===== src/rtl/div_ctrl_32.sv =====
// div_ctrl_32 - EX-stage sequencer for the M-extension divide unit.
// Decodes DIV/DIVU/REM/REMU, resolves divide-by-zero and signed overflow
// locally, feeds operand magnitudes to the 32-bit divider core through a
// ce/ready handshake, stalls the pipeline meanwhile and sign-corrects the
// unsigned result.
// Optional feature: define DIV_RESULT_CACHE_EN to keep a one-entry cache of
// the last divider result, so a REM after a DIV (or vice versa) on the same
// operands completes in one cycle.
//
// state | meaning
// ------+--------------------------------------------------------------
// IDLE  | no operation in flight; accept a valid, unflushed instruction
// WAIT  | divider enabled; wait for ready (ignored in the first cycle)
// DONE  | result_o valid, done_o pulses; back to IDLE
`timescale 1ns/1ps

module div_ctrl_32 (
  input  logic        clk_i,
  input  logic        rst_i,
  input  logic        valid_i,
  input  logic [2:0]  funct3_i,
  input  logic [31:0] rs1_i,
  input  logic [31:0] rs2_i,
  input  logic        flush_i,
  output logic        stall_o,
  output logic        done_o,
  output logic [31:0] result_o,
  output logic        div_ce_o,
  output logic [31:0] div_rs1_o,
  output logic [31:0] div_rs2_o,
  input  logic [31:0] div_quot_i,
  input  logic [31:0] div_rem_i,
  input  logic        div_ready_i
);

  localparam int GPR_WIDTH = 32;

  typedef enum logic [1:0] {
    ST_IDLE = 2'd0,
    ST_WAIT = 2'd1,
    ST_DONE = 2'd2
  } state_t;

  state_t state_q, state_d;

  logic                 is_signed_in, is_rem_in;
  logic                 neg_q_in, neg_r_in;
  logic [GPR_WIDTH-1:0] mag1_in, mag2_in;
  logic                 div_zero, signed_ovf, special;
  logic [GPR_WIDTH-1:0] special_res;
  logic                 accept, capture;
  logic                 cache_hit;
  logic [GPR_WIDTH-1:0] cache_quot, cache_rem;

  logic                 is_rem_q, neg_q_q, neg_r_q;
  logic                 first_q;

  // Sign-correct an unsigned quotient/remainder pair and pick the one rd wants.
  function automatic logic [GPR_WIDTH-1:0] correct_result(
    input logic                 is_rem,
    input logic                 neg_q,
    input logic                 neg_r,
    input logic [GPR_WIDTH-1:0] quot,
    input logic [GPR_WIDTH-1:0] rem
  );
    if (is_rem) correct_result = neg_r ? -rem : rem;
    else        correct_result = neg_q ? -quot : quot;
  endfunction

  // Decode of the instruction currently presented in EX.
  always_comb begin
    is_signed_in = ~funct3_i[0];
    is_rem_in    = funct3_i[1];
    mag1_in      = (is_signed_in && rs1_i[GPR_WIDTH-1]) ? -rs1_i : rs1_i;
    mag2_in      = (is_signed_in && rs2_i[GPR_WIDTH-1]) ? -rs2_i : rs2_i;
    neg_q_in     = is_signed_in & (rs1_i[GPR_WIDTH-1] ^ rs2_i[GPR_WIDTH-1]);
    neg_r_in     = is_signed_in & rs1_i[GPR_WIDTH-1];
    div_zero     = (rs2_i == '0);
    signed_ovf   = is_signed_in && (rs1_i == 32'h8000_0000) && (rs2_i == 32'hFFFF_FFFF);
    special      = div_zero | signed_ovf;
    if (div_zero) special_res = is_rem_in ? rs1_i : 32'hFFFF_FFFF;
    else          special_res = is_rem_in ? 32'h0 : 32'h8000_0000;
  end

  // Only funct3 encodings 1xx are divide-class; anything else is not taken.
  assign accept  = (state_q == ST_IDLE) && valid_i && funct3_i[2] && !flush_i;
  assign capture = (state_q == ST_WAIT) && !first_q && div_ready_i && !flush_i;

`ifdef DIV_RESULT_CACHE_EN
  logic                 cache_vld_q, cache_sgn_q, key_sgn_q;
  logic [GPR_WIDTH-1:0] cache_rs1_q, cache_rs2_q, cache_quot_q, cache_rem_q;
  logic [GPR_WIDTH-1:0] key_rs1_q, key_rs2_q;

  assign cache_hit  = cache_vld_q && !special && (cache_rs1_q == rs1_i) &&
                      (cache_rs2_q == rs2_i) && (cache_sgn_q == is_signed_in);
  assign cache_quot = cache_quot_q;
  assign cache_rem  = cache_rem_q;

  // Remember the key at accept; commit key plus divider data on capture.
  always_ff @(posedge clk_i) begin
    if (rst_i) begin
      cache_vld_q  <= 1'b0;
      cache_sgn_q  <= 1'b0;
      cache_rs1_q  <= '0;
      cache_rs2_q  <= '0;
      cache_quot_q <= '0;
      cache_rem_q  <= '0;
      key_sgn_q    <= 1'b0;
      key_rs1_q    <= '0;
      key_rs2_q    <= '0;
    end else begin
      if (accept) begin
        key_sgn_q <= is_signed_in;
        key_rs1_q <= rs1_i;
        key_rs2_q <= rs2_i;
      end
      if (capture) begin
        cache_vld_q  <= 1'b1;
        cache_sgn_q  <= key_sgn_q;
        cache_rs1_q  <= key_rs1_q;
        cache_rs2_q  <= key_rs2_q;
        cache_quot_q <= div_quot_i;
        cache_rem_q  <= div_rem_i;
      end
    end
  end
`else
  assign cache_hit  = 1'b0;
  assign cache_quot = '0;
  assign cache_rem  = '0;
`endif

  // State register.
  always_ff @(posedge clk_i) begin
    if (rst_i) state_q <= ST_IDLE;
    else       state_q <= state_d;
  end

  // Next state and handshake outputs; flush overrides everything.
  always_comb begin
    state_d  = state_q;
    stall_o  = 1'b0;
    done_o   = 1'b0;
    div_ce_o = 1'b0;
    case (state_q)
      ST_IDLE: begin
        if (accept) begin
          stall_o = 1'b1;
          state_d = (special || cache_hit) ? ST_DONE : ST_WAIT;
        end
      end
      ST_WAIT: begin
        stall_o  = 1'b1;
        div_ce_o = 1'b1;
        if (!first_q && div_ready_i) state_d = ST_DONE;
      end
      ST_DONE: begin
        done_o  = 1'b1;
        state_d = ST_IDLE;
      end
      default: state_d = ST_IDLE;
    endcase
    if (flush_i) state_d = ST_IDLE;
  end

  // Operand latch at accept and the registered rd result.
  always_ff @(posedge clk_i) begin
    if (rst_i) begin
      is_rem_q  <= 1'b0;
      neg_q_q   <= 1'b0;
      neg_r_q   <= 1'b0;
      first_q   <= 1'b0;
      div_rs1_o <= '0;
      div_rs2_o <= '0;
      result_o  <= '0;
    end else begin
      first_q <= accept;
      if (accept) begin
        is_rem_q  <= is_rem_in;
        neg_q_q   <= neg_q_in;
        neg_r_q   <= neg_r_in;
        div_rs1_o <= mag1_in;
        div_rs2_o <= mag2_in;
        if (special)
          result_o <= special_res;
        else if (cache_hit)
          result_o <= correct_result(is_rem_in, neg_q_in, neg_r_in, cache_quot, cache_rem);
      end
      if (capture)
        result_o <= correct_result(is_rem_q, neg_q_q, neg_r_q, div_quot_i, div_rem_i);
    end
  end

endmodule


===== config.mk =====
export PLATFORM = sky130hd
export DESIGN_NAME = div_ctrl_32
export DESIGN_NICKNAME = d
export VERILOG_FILES = /design/src/rtl/div_ctrl_32.sv
export SDC_FILE = /design/constraint.sdc
export NUM_CORES = 1
export LEC_CHECK = 0
export ABC_CLOCK_PERIOD_IN_PS = 4650
export BUFFER_PORTS_ARGS = -buffer_cell sky130_fd_sc_hd__buf_4
export CORE_MARGIN = 2
export CORE_UTILIZATION = 57
export CTS_BUF_LIST = sky130_fd_sc_hd__clkbuf_4
export CTS_CLUSTER_SIZE = 12
export DETAILED_ROUTE_END_ITERATION = 8
export HOLD_SLACK_MARGIN = 0.1
export PLACE_DENSITY = 0.95
export SLEW_MARGIN = 5
export SYNTH_ARGS = -nofsm -noshare
export SYNTH_HDL_FRONTEND = slang
export SYNTH_SLANG_ARGS = --single-unit

===== constraint.sdc =====
create_clock -name clk_i -period 4.65 [get_ports clk_i]
set_input_delay 0.93 -clock clk_i [delete_from_list [all_inputs] [get_ports clk_i]]
set_output_delay 0.93 -clock clk_i [all_outputs]
set_load 0.005 [all_outputs]

* Word level (Yosys, flattened, before mapping)
Index checks and enable logic that the tools add are counted.
** Cells by class
- Reduce and logical (&&, ||, !) cells :: 20
- Equality and inequality tests :: 6
- Multiplexer cells :: 19
- Shift-type cells :: 0
- Div/mod/pow operators :: 0
- Magnitude comparators :: 0
- Multiply operators :: 0
- Bitwise logic cells :: 5
- Add/subtract/negate cells :: 4
** Operators with widths (count)
- $mux 32 :: 11
- $neg 32->32 :: 4
- $eq 32x32->1 const B :: 2
- $logic_not 32->1 :: 1
- $logic_and 1x1->1 :: 11
- $mux 2 :: 3
- $pmux 2 s2 :: 1
- $reduce_and 2->1 :: 2
- $reduce_bool 2->1 :: 2
- $mux 1 :: 3
- $and 1x1->1 :: 2
- $eq 2x1->1 const B :: 1
- $eq 2x2->1 const B :: 1
- $logic_not 1->1 :: 2
- $logic_not 2->1 :: 1
- $ne 2x1->1 const B :: 1
- $ne 2x2->1 const B :: 1
- $pmux 1 s2 :: 1
- $reduce_or 2->1 :: 1
- $not 1->1 :: 1
- $or 1x1->1 :: 1
- $xor 1x1->1 :: 1
** Word-level totals
- Memories kept :: 0
- Memory bits (writable) :: 0
- Output and inout bits :: 99
- Memory bits (read-only) :: 0
- Input bits :: 136
- Flip-flop bits (word level) :: 102
- Latch bits :: 0
- Logic and storage cells :: 62

* Logic depth before layout (Yosys ltp)
Gate-level depths: netlist of the first run.
- Word-level depth :: 7
- Mapped depth :: 10
- Depth with buffers taken out :: 8

* Worst setup path after synthesis of the first run
Ideal clock, no wire load.
- Kind :: input to register
- Start point :: input port div_rem_i[7]
- End point :: register result_o[23]
- Buffers on the path :: 2
- Stages :: 8
- Arrival :: 3.039 ns
- Setup slack :: 1.497 ns
- Path through :: or4_1 clkbuf_1 or3_1 buf_2 or3_1 o31ai_1 xor2_1 a2111oi_0
** Between the ends
- Longest elaborated chain between the ends :: 4
** Ends and longest elaborated chain
- start: declaration :: line 32 : input logic [31:0] div_rem_i,
- $neg 32->32 :: line 66 : if (is_rem) correct_result = neg_r ? -rem : rem;
- $mux 32 (2 in series) :: line 66
- $mux 32 :: line 189 : if (capture)
- end signal: assignment :: line 185 : result_o <= special_res;
- end signal: assignment :: line 187 : result_o <= correct_result(is_rem_in, neg_q_in, neg_r_in, cache_quot, cache_rem);
- end signal: assignment :: line 190 : result_o <= correct_result(is_rem_q, neg_q_q, neg_r_q, div_quot_i, div_rem_i);
- end: declaration :: line 27 : output logic [31:0] result_o,
Every way passes these cells.
A chain may end at the register's enable or synchronous reset.

* Final worst setup path of the first run
- Start point :: input port rs2_i[0]
- End point :: register result_o[29]
** Between the ends
- Longest elaborated chain between the ends :: 5
- Elaborated cells on any way between the ends :: 10
- Those cells by class :: eq/ne: 1; mux: 4; bitwise: 1; reduce/logical: 4
** Ends and longest elaborated chain
- start: declaration :: line 23 : input logic [31:0] rs2_i,
- $logic_not 32->1 / $eq 32x32->1 (equally long branches) :: line 78, 79
- $mux 32 / $logic_and 1x1->1 (equally long branches) :: line 81, 79
- $mux 32 / $or 1x1->1 (equally long branches) :: line 184, 80
- $mux 32 / $reduce_bool 2->1 (equally long branches)
- $mux 32 / $reduce_and 2->1 (equally long branches)
Parallel ways exist; a longest one is shown, timed or not. The select of a mux whose other input is x is not followed.

==> results.ini, run 1 <==
[final_layout]
final_cell_mix = buf_4, nor2_1, dfxtp_1
layout_commonest_cell = buf_4
syn_to_final_growth_pct = 26.4
drive_gt1_share_pct = 25.3
nets = 1262
n_fill_cell = 1009

[sta]
max_freq_mhz = 313
clock_skew_ps = 18.5
min_period_over_period_pct = 68.8
tns_ps = 0
slew_headroom_pct = 24.7
finalSetupViolations = 0
rsz0062_at_grt = no
hold_viol = 0
min_period_ps = 3200
maxSlewViolCount = 0
tightest_slew_ps = 1130

[setup_path]
critPathKind = in2reg
cp-end-kind = flop
r2r-start = state_q[1]
start_kind = input pin
rr_worst_depth = 6
cpPeakStageDelay_ps = 530
crit_slowest_cell = nor2_2
regToRegEndpoint = result_o[14]
cp_max_fo = 14
cp.required_ps = 5000
path_cells = buf_4 -> inv_1 -> ha_1 -> nor3b_1 -> and3_1 -> nand4_1 -> nor2_2 -> a221oi_1 -> a2111oi_0
r2r_setup_slack_ps = 1850
worstPathArrival_ps = 3550

[clocking]
clockRootBuffer = clkbuf_4
cts_hold_buffers = 0
cts_buffers = 9
cts_sinks = 102
cts_tree = built
clkTransAtPathRegs_ps = 140
h-tree-depth = 3
clockBufferDepth = 2
clock_latency_ps = 470
cts_setup_buffers = 0
ctsResizeCount = 0

[power]
p_sw_uw = 574
combinationalPowerShare_pct = 25.8
power_density_nw_per_um2 = 202
p_total_uw = 1860
p_seq_share_pct = 49.8
ir_drop_mv = 0.0908
clockPowerShare_pct = 24.4
netSwitchingFraction_pct = 30.8
p_int_uw = 1290
p_leak_uw = 0.00337

[place]
hpwl_um = 19500
numPortBuffers = 234
gp_congestion = 0.941

[yosys]
synthArstFlopShare_pct = 0
syn_avg_cell_area_um2 = 7.84
synth.distinct_cells = 68
synth_nets = 1070
ys_seq_area_share_pct = 28.0
synth_area_um2 = 7280
ys_ff_latch = 102
synth_edf_count = 0
synthFlopType = dfxtp_1
yosysWarnings = 0
syn_inst = 929

[route]
viasPerCell = 6.42
drt-pass1-iter-count = 9
drt-wirelength-per-cell_um = 19.1
drc = 0
drtIter0Drc = 985
route.antenna.remaining_nets = 0
wirelength_um = 24800
dr_total_vias = 8325

[floorplanning]
dieArea_um2 = 13700
num_rows = 41
die_w_um = 117
pin_count = 235
die_h_um = 117
fp.coreArea_um2 = 12600
start_util_pct = 57.9

[worst_hold_path]
whs_path_depth = 2
hold_path_class = reg2reg
hold_end = div_rs1_o[16]
min_from = div_rs1_o[16]

[run]
drv_cap = 0

[global_route]
grt_start_max_net_pins = 75
grt_overflow = 0
grt_pass1_wl_um = 37600
grt_pass1_vias = 7299
grtUsageTotal_pct = 34.9
antenna_found_initial = 1

[status]
status = finished, final reports clean

-- logic make-up (layout without fill, tap and decap cells) --
| logic type | after synthesis | count (layout) | share of synthesized area [%] |
|---|---|---|---|
| simple gates | 342 | 342 | 25.0 |
| compound gates | 272 | 272 | 26.5 |
| xor+xnor | 110 | 110 | 13.2 |
| flops | 102 | 102 | 28.0 |
| buf+inv | 87 | 282 | 4.83 |
| mux | 11 | 11 | 1.53 |
| fa+ha+maj | 5 | 5 | 0.859 |
| other cells | 0 | 1 | 0 |
-- sequential cells by signal, indices dropped and copies added (netlist names) --
register   flops
div_rs1_o     32
div_rs2_o     32
result_o      32
state_q        2
first_q        1
is_rem_q       1
neg_q_q        1
neg_r_q        1
-- stage by stage --
| stage | hold WS (ps) | cell area, um2 | worst slack, ps | instances | utilization, % |
|---|---|---|---|---|---|
| finish | 469 | 9200 | 1450 | 1297 | 73.2 |
| detailed placement | 449 | 9070 | 1050 | 1282 | 72.2 |
| global placement | 440 | 9070 | 1210 | 1282 | 72.2 |
| floorplan | 448 | 7280 | 1500 | 929 | - |
| global route | 487 | 9200 | 1150 | 1297 | 73.2 |
| CTS | 470 | 9200 | 1510 | 1296 | 73.2 |
-- routing by layer --
layer	vias up	share of wire, %	GRT usage (%)
li1	3861	-	-
met3	68	11	5.30
met5	-	0	0
met4	0	3.4	12.3
met2	534	45	55.5
met1	3862	40	48.5
-- critical path: cells and delay by family --
kind                       cells  cell delay [ps]
and+or+nand+nor                4             1710
AOI/OAI and AO/OA              2              560
adders and majority gates      1              150
buffers and inverters          2              190
-- worst max-delay path by stage --
stage / from / endpoint / slack (ps) / depth (start not counted)
floorplan: div_rem_i[7] / result_o[23] / 1500 / 8
global placement: rs2_i[0] / result_o[22] / 1210 / 9
detailed placement: rs2_i[0] / result_o[29] / 1050 / 9
CTS: rs2_i[0] / result_o[29] / 1510 / 9
global route: rs2_i[0] / result_o[29] / 1150 / 9
finish: rs2_i[0] / result_o[29] / 1450 / 9
-- power groups by stage --
stage	registers, uW	clock network (uW)	logic (uW)
6_report	927	454	481
5_1_grt	930	496	519
4_1_cts	927	457	472
3_5_place_dp	946	0	470
3_3_place_gp	944	0	460
2_1_floorplan	942	0	219
-- area by class of cell --
cell class                 count  area (um2)  area share, %
clock inverter                 5        61.3          0.666
sequential                   102        2040           22.2
multi-input combinational    740        4900           53.2
tap                          172         215           2.34
antenna                        1        2.50         0.0272
clock buffer                   9        67.6          0.734
inverter                      25        93.8           1.02
timing repair buffer         243        1820           19.8
-- synth_stat cells (4+ instances only) --
cell type / n / area [um2]
nand2_1: 49 / 184
or4_1: 19 / 143
and3_1: 4 / 25.0
nand4_1: 22 / 138
o41ai_1: 22 / 193
ha_1: 5 / 62.6
xnor2_1: 57 / 499
dfxtp_1: 102 / 2040
nor2_1: 104 / 390
a211oi_1: 58 / 435
xor2_1: 53 / 464
a221oi_1: 7 / 61.3
o22ai_1: 8 / 50.1
nand2b_1: 21 / 131
o2bb2ai_1: 14 / 123
nor3b_1: 5 / 37.5
nor4_1: 21 / 131
a21oi_1: 51 / 255
nand3_1: 11 / 55.1
or2_2: 9 / 56.3
a31oi_1: 11 / 68.8
clkbuf_1: 55 / 206
mux2i_1: 10 / 100
o21ai_0: 31 / 155
nor3_1: 24 / 120
inv_1: 25 / 93.8
nor2b_1: 7 / 43.8
or3_1: 19 / 119
o31ai_1: 34 / 255
No activity file was read; power rests on OpenSTA's default activity.
==> inputs of run 2 (changes only) <==
Settings changed: ABC_CLOCK_PERIOD_IN_PS 4650 to 3300, CORE_UTILIZATION 57 to 53, PLACE_DENSITY 0.95 to 0.94.
Clock period 4.65 ns to 3.3 ns, I/O delays scaled along.
==> run 2 against run 1 <==
  * Non-clock buffer count up 18
  * Highest routed layer unchanged
  * Critical endpoint is now stall_o
  * Clock power rose by 32%
  * Sequential power up 40%
  * Largest power group unchanged
  * Largest cell class unchanged
==> results.ini, run 2 (same netlist as run 1, synthesis figures left out) <==
[setup_path]
path_cells = or3_1 -> or2_2 -> buf_4 -> nand2_1 -> buf_4
crit_slowest_cell = or3_1
path_common_cell = buf_4
crit_buf_inv = 2
cpPeakStageDelay_ps = 480
cp-end-kind = primary output
critPathKind = reg2out
cp.required_ps = 2640
critPathTopFamily = simple AND/OR/NAND/NOR gates
start_kind = flop
cp_max_fo = 19
worstPathArrival_ps = 2060

[global_route]
grt_overflow = 0
grt_pass1_vias = 7281
grt_pass1_wl_um = 38200
grtUsageTotal_pct = 32.7
grt_start_max_net_pins = 84
antenna_found_initial = 1

[sta]
maxSlewViolCount = 0
hold_viol = 0
slew_headroom_pct = 38.0
hold_slack_ps = 430
finalSetupViolations = 0
worst_slack_ps = 583
rsz0062_at_grt = no
tightest_slew_ps = 929
min_period_over_period_pct = 82.3
tns_ps = 0
min_period_ps = 2720
clock_skew_ps = 7.55
max_freq_mhz = 368

[worst_hold_path]
hold_path_class = in2reg

[floorplanning]
dieArea_um2 = 14700
die_w_um = 121
fp.coreArea_um2 = 13300
pin_count = 235
die_h_um = 121
num_rows = 42
start_util_pct = 54.6

[power]
combinationalPowerShare_pct = 26.4
p_sw_uw = 769
p_int_uw = 1820
netSwitchingFraction_pct = 29.7
p_leak_uw = 0.00345
power_density_nw_per_um2 = 277
p_seq_share_pct = 50.4
clockPowerShare_pct = 23.1
ir_drop_mv = 0.194

[route]
drc = 0
drtIter0Drc = 895
route.antenna.remaining_nets = 0
wirelength_um = 24900
dr_total_vias = 8195
viasPerCell = 6.22
drt-wirelength-per-cell_um = 18.9
drt-pass1-iter-count = 6

[clocking]
clock_latency_ps = 440
cts_hold_buffers = 0
cts_tree = built
h-tree-depth = 3
cts_buffers = 9
ctsResizeCount = 0
clockBufferDepth = 2
cts_setup_buffers = 0
cts_sinks = 102
clockRootBuffer = clkbuf_4
clkTransAtPathRegs_ps = 130

[final_layout]
syn_to_final_growth_pct = 28.1
drive_gt1_share_pct = 26.3
finish.utilization_pct = 69.9
layout_commonest_cell = buf_4
n_fill_cell = 1081
nets = 1280
top_regs = div_rs1_o (32), div_rs2_o (32), result_o (32)
final_cell_mix = buf_4, nor2_1, dfxtp_1

[status]
status = finished, final reports clean

[place]
place_ws_ps = 201
hpwl_um = 19700
gp_congestion = 0.951
numPortBuffers = 234

[run]
drv_cap = 0

-- run 2: changes by cell type in the layout (fill, tap and decap cells not counted), sizes merged --
cell and change:
clkbuf +1, inv -1, clkinv -1, buf +18
-- run 2: power by group through the flow --
| stage | Combinational (uW) | Clock, uW | Sequential (uW) |
|---|---|---|---|
| 4_1_cts | 674 | 607 | 1300 |
| 3_5_place_dp | 672 | 0 | 1330 |
| 5_1_grt | 738 | 653 | 1310 |
| 6_report | 683 | 599 | 1300 |
| 3_3_place_gp | 658 | 0 | 1330 |
| 2_1_floorplan | 309 | 0 | 1330 |
-- run 2: cell type report --
cell class	instances	area, um2	share of cell area [%]
Clock buffer	10	75.1	0.805
Tap cell	176	220	2.36
Sequential cell	102	2040	21.9
Timing Repair Buffer	261	1960	21.0
Multi-Input combinational cell	740	4900	52.5
Antenna cell	1	2.50	0.0268
Clock inverter	3	38.8	0.416
Inverter	25	93.8	1.01
-- run 2: final timing paths --
path,startpoint,endpoint,slack [ps],depth (start not counted)
worst max register to register,state_q[1],result_o[29],670,6
worst min-delay path,flush_i,state_q[0],430,2
worst max-delay path,state_q[1],stall_o,580,5
worst min register to register,div_rs2_o[31],div_rs2_o[31],460,2
-- run 2: worst register-to-register path: stages, from the launching register on --
cell,delay (ps)
dfxtp_1,370
or3_1,480
or2_2,330
or4_4,540
o22a_4,280
a221oi_1,350
a2111oi_0,140
-- run 2: per-stage QoR --
step	area, um2	cells	power, uW
2_1_floorplan	7280	929	1640
3_3_place_gp	9210	1304	1990
3_5_place_dp	9210	1304	2000
4_1_cts	9330	1317	2590
5_1_grt	9330	1318	2700
6_report	9330	1318	2590
-- run 2: layer usage --
metal	vias to the layer above	part of all wire, %	track usage, %
met2	460	45	51.1
met5	-	0	0
met3	45	9.3	4.98
met4	0	2.8	10.6
li1	3901	-	-
met1	3789	42	46.2
